$ cat src/rtl/pong_match_ctrl.sv
// Match sequencer for the pong datapath: serve timing, scoring, pause and game-over flow.
// Define DIFF_RAMP_EN to make the computer player harder each time the human scores.
module pong_match_ctrl #(
  parameter int SCORE_W     = 4,
  parameter int WIN_SCORE   = 11,
  parameter int SERVE_DELAY = 50000000
) (
  input  logic               clk,
  input  logic               reset,
  input  logic               start,
  input  logic               pause_btn,
  input  logic               miss_left,
  input  logic               miss_right,
  input  logic [1:0]         diff_sel,
  output logic               game_on,
  output logic               ball_reset,
  output logic               ball_serve,
  output logic               serve_dir,
  output logic [SCORE_W-1:0] score_left,
  output logic [SCORE_W-1:0] score_right,
  output logic [1:0]         winner,
  output logic [1:0]         cpu_diff,
  output logic [2:0]         state_o
);

  localparam int TIMER_W = (SERVE_DELAY > 1) ? $clog2(SERVE_DELAY) : 1;
  localparam logic [TIMER_W-1:0] TIMER_LOAD = TIMER_W'(SERVE_DELAY - 1);
  localparam logic [SCORE_W-1:0] WIN = SCORE_W'(WIN_SCORE);

  typedef enum logic [2:0] {
    IDLE       = 3'd0,
    SERVE_WAIT = 3'd1,
    PLAYING    = 3'd2,
    PAUSED     = 3'd3,
    POINT      = 3'd4,
    GAME_OVER  = 3'd5
  } state_t;

  state_t               state, state_nx;
  logic [TIMER_W-1:0]   timer, timer_nx;
  logic [SCORE_W-1:0]   score_l_nx, score_r_nx;
  logic [1:0]           winner_nx, diff_nx;
  logic                 dir_nx, serve_nx, game_on_nx, ball_reset_nx;

  assign state_o = state;

  always_ff @(posedge clk or negedge reset) begin
    if (!reset) begin
      state       <= IDLE;
      timer       <= '0;
      score_left  <= '0;
      score_right <= '0;
      winner      <= 2'b00;
      cpu_diff    <= 2'b00;
      serve_dir   <= 1'b0;
      ball_serve  <= 1'b0;
      game_on     <= 1'b0;
      ball_reset  <= 1'b1;
    end else begin
      state       <= state_nx;
      timer       <= timer_nx;
      score_left  <= score_l_nx;
      score_right <= score_r_nx;
      winner      <= winner_nx;
      cpu_diff    <= diff_nx;
      serve_dir   <= dir_nx;
      ball_serve  <= serve_nx;
      game_on     <= game_on_nx;
      ball_reset  <= ball_reset_nx;
    end
  end

  // Motion controls are derived from the next state so they change together with state_o.
  always_comb begin
    state_nx   = state;
    timer_nx   = timer;
    score_l_nx = score_left;
    score_r_nx = score_right;
    winner_nx  = winner;
    diff_nx    = cpu_diff;
    dir_nx     = serve_dir;
    serve_nx   = 1'b0;

    case (state)
      IDLE, GAME_OVER: begin
        if (start) begin
          score_l_nx = '0;
          score_r_nx = '0;
          winner_nx  = 2'b00;
          diff_nx    = diff_sel;
          dir_nx     = 1'b0;
          timer_nx   = TIMER_LOAD;
          state_nx   = SERVE_WAIT;
        end
      end
      SERVE_WAIT: begin
        if (timer == '0) begin
          serve_nx = 1'b1;
          state_nx = PLAYING;
        end else begin
          timer_nx = timer - 1'b1;
        end
      end
      PLAYING: begin
        if (miss_left && miss_right) begin
          dir_nx   = ~serve_dir;
          state_nx = POINT;
        end else if (miss_left) begin
          score_r_nx = score_right + 1'b1;
          dir_nx     = 1'b0;
          state_nx   = POINT;
        end else if (miss_right) begin
          score_l_nx = score_left + 1'b1;
          dir_nx     = 1'b1;
          state_nx   = POINT;
`ifdef DIFF_RAMP_EN
          if (cpu_diff != 2'b11) diff_nx = cpu_diff + 2'd1;
`endif
        end else if (pause_btn) begin
          state_nx = PAUSED;
        end
      end
      PAUSED: begin
        if (pause_btn) state_nx = PLAYING;
      end
      POINT: begin
        if (score_left == WIN) begin
          winner_nx = 2'b01;
          state_nx  = GAME_OVER;
        end else if (score_right == WIN) begin
          winner_nx = 2'b10;
          state_nx  = GAME_OVER;
        end else begin
          timer_nx = TIMER_LOAD;
          state_nx = SERVE_WAIT;
        end
      end
      default: state_nx = IDLE;
    endcase

    game_on_nx    = (state_nx == SERVE_WAIT) || (state_nx == PLAYING);
    ball_reset_nx = (state_nx != PLAYING) && (state_nx != PAUSED);
  end

endmodule

$ cat config.mk
export PLATFORM = sky130hd
export DESIGN_NAME = pong_match_ctrl
export DESIGN_NICKNAME = d
export VERILOG_FILES = /design/src/rtl/pong_match_ctrl.sv
export SDC_FILE = /design/constraint.sdc
export NUM_CORES = 1
export LEC_CHECK = 0
export BUFFER_PORTS_ARGS = -buffer_cell sky130_fd_sc_hd__buf_2
export CORE_ASPECT_RATIO = 0.8
export CORE_MARGIN = 8
export CORE_UTILIZATION = 60
export CTS_BUF_LIST = sky130_fd_sc_hd__clkbuf_8
export DETAILED_ROUTE_END_ITERATION = 10
export GPL_ROUTABILITY_DRIVEN = 0
export PLACE_DENSITY_LB_ADDON = 0.15
export SLEW_MARGIN = 20
export SYNTH_ARGS = -nofsm -noshare
export SYNTH_HDL_FRONTEND = slang
export SYNTH_SLANG_ARGS = --single-unit
$ cat constraint.sdc
create_clock -name clk -period 2.9 [get_ports clk]
set_input_delay 0 -clock clk [delete_from_list [all_inputs] [get_ports clk]]
set_output_delay 0 -clock clk [all_outputs]
set_load 0.1 [all_outputs]
==> flow_summary.yaml <==
worst_setup_path:
  critical_path_arrival_ns: 2.72
  critPathMaxStageDelay_ns: 0.85
  path_cells: "or3b_2, o21ai_0, nor3_2, o311ai_0, o31ai_1"
  critPathKind: "flip-flop to flip-flop"
  critical_path.n_buffers_inverters: 0
  required_ns: 3.10
  startpoint_type: "flip-flop"
  crit_path_end_kind: "flip-flop"
  worst_path_max_delay_cell: "nor3_2"
  cp_max_fo: 18
  crit_family: "simple AND/OR/NAND/NOR gates"
pwr:
  internal_power_mw: 1.14
  power.share.switching_pct: 37.9
  powerDensity_nw_per_um2: 615
  comb_power_share_pct: 32.3
  irDropWorstVdd_v: 0.000644
  p_clk_share_pct: 26.6
  seq_power_share_pct: 41.1
  p_leak_nw: 1.16
  p_sw_uw: 695
  power_mw: 1.83
floorplan:
  io_pins: 27
  core_um2: 4260
  die-area_um2: 6890
  num_rows: 21
  fp.dieW_um: 90.8
  start_util_pct: 63.1
  die_y_um: 75.8
worst_hold_path:
  hp-class: "input pin to flip-flop"
sta:
  period_needed_ns: 2.52
  setup_viol: 0
  fin_skew_ns: 0.00521
  hold-worst-slack_ns: 0.0601
  maxSlewHeadroom_pct: 34.5
  hold_violations: 0
  final.period_utilization_pct: 86.7
  tightest_slew_ns: 0.977
  timing.setup.tns_ns: 0
  timing.fmax_mhz: 398
  drv_slew: 0
  rsz0062_at_grt: "false"
grt:
  track_usage_pct: 18.5
  grt_pass1_vias: 2157
  grtUsageMet2_pct: 29.7
  overflow: 0
  grt_max_degree: 46
  top_usage_layer: "met2"
  grt_use_met1_pct: 25.5
  grt_antenna_before_repair: 0
  grtUsageMet3_pct: 3.64
  grt_pass1_wl_um: 10500
synth:
  syn_inst: 277
  ys.warnings.count: 0
  syn-cell-area_um2: 2690
  synth.distinct_cells: 55
  syn_area_per_cell_um2: 9.70
  ys_seq_area_share_pct: 42.0
  synthesis.nets: 289
  ys_ff_latch: 45
  synth_edf_count: 0
  async_reset_ff_share_pct: 100
  synth_ff_type: "dfrtp_1"
clocking:
  clkTransAtPathRegs_ns: 0.08
  cts_buffer_depth: 2
  cts_tree: "done"
  cts.sinks: 45
  cts.repair.resized: 0
  htree_levels: 2
  ctsRootBufferMaster: "clkbuf_8"
  cts_made_buffers: 5
  clk_latency_ns: 0.29
routing:
  drt_first_iter_violations: 157
  wl_um: 5940
  drc: 0
  wire_per_inst_um: 16.4
  via_per_inst: 6.32
  vias: 2282
  postRouteAntennaNets: 0
  drt_pass1_iterations: 4
final_layout:
  finalNetCount: 315
  final_common_cell: "dfrtp_1"
  fillers: 341
  final_cell_mix: "dfrtp_1, buf_2, nor2_1, nand2_1, or4_1"
  n_antenna_cell: 0
  drive_above_1_share_pct: 19.1
  ff_latch_area_um2: 1130
  synthToLayoutAreaGrowth_pct: 10.9
  multiInputGateArea_um2: 1460
  final_cells: 361
place:
  dp.cells: 350
  port_buffers: 26
  hpwlAfterDp_um: 4180
run:
  drv_cap: 0
run_status:
  status: "completed"
-- synthesized netlist by cell type (6+ instances only) --
cell	instances	area (µm²)
or4_1	16	120
dfrtp_1	44	1100
nand3_1	14	70.1
and2_1	7	43.8
nor4_1	7	43.8
a21oi_1	9	45.0
nand2_1	21	78.8
o31ai_1	14	105
clkbuf_1	6	22.5
mux2i_1	10	100
nor2b_1	6	37.5
o21ai_0	12	60.1
or3_1	12	75.1
nor2_1	22	82.6
-- layer usage --
metal	routed length, µm	part of all wire, %
met4	40	0.67
met2	2730	46
met3	290	4.9
met5	0	0
met1	2880	48
-- power by group through the flow --
stage,Clock (mW),Combinational [mW],Sequential [mW]
5_1_grt,0.514,0.645,0.763
3_5_place_dp,0,0.591,0.761
4_1_cts,0.492,0.593,0.751
3_3_place_gp,0,0.580,0.761
6_report,0.486,0.592,0.752
2_1_floorplan,0,0.277,0.940
-- registers in the layout, indices dropped and copies added, names as in the netlist --
register and cells:
score_right 4, ball_reset 1, ball_serve 1, timer 26, game_on 1, score_left 4
state_o 3, cpu_diff 2, winner 2, serve_dir 1
-- per-stage QoR --
stage / worst slack [ns] / area [µm²] / util [%]
floorplan: 0.163 / 2690 / -
global placement: 0.481 / 2830 / 66.5
CTS: 0.402 / 2980 / 69.9
finish: 0.385 / 2980 / 70.0
global route: 0.132 / 2980 / 70.0
detailed placement: 0.421 / 2830 / 66.5
-- worst paths after layout --
kind                       cells past startpoint  slack [ns]              to        from
hold / removal                                 4        0.06   score_left[0]   miss_left
setup / recovery                               5        0.38        timer[7]  state_o[2]
hold reg to reg                                2        0.51       winner[0]   winner[0]
setup reg to reg                               5        0.38        timer[7]  state_o[2]
max in group asynchronous                      2        2.26      ball_reset       reset
min in group asynchronous                      2        0.24  score_right[3]       reset
-- repair_timing --
| item | in CTS | in global routing |
|---|---|---|
| endpoints found under the hold margin | 46 | 0 |
| buffers inserted | 0 | 0 |
| hold buffers | 3 | 0 |
-- kinds of logic (layout without fill, tap and decap cells) --
group	after synthesis	after routing	synth area share [%]
xor+xnor	3	3	0.978
compound gates	57	57	16.2
buf+inv	18	45	3.87
mux	12	12	4.56
simple gates	138	138	30.6
flops	45	45	42.0
fa+ha+maj	4	4	1.86
-- tightest hold or removal path, delay by kind of cell --
family / cells / cell delay (ns)
AND/OR/NAND/NOR: 3 / 0.19
buffers and inverters: 1 / 0.12
-- cell type report --
type	instances	area share (%)
Multi-Input combinational cell	214	48.9
Sequential cell	45	37.9
Inverter	4	0.504
Clock inverter	2	1.13
Tap cell	57	2.39
Clock buffer	6	2.77
Timing Repair Buffer	33	6.47
(Power assumes the default switching activity.)
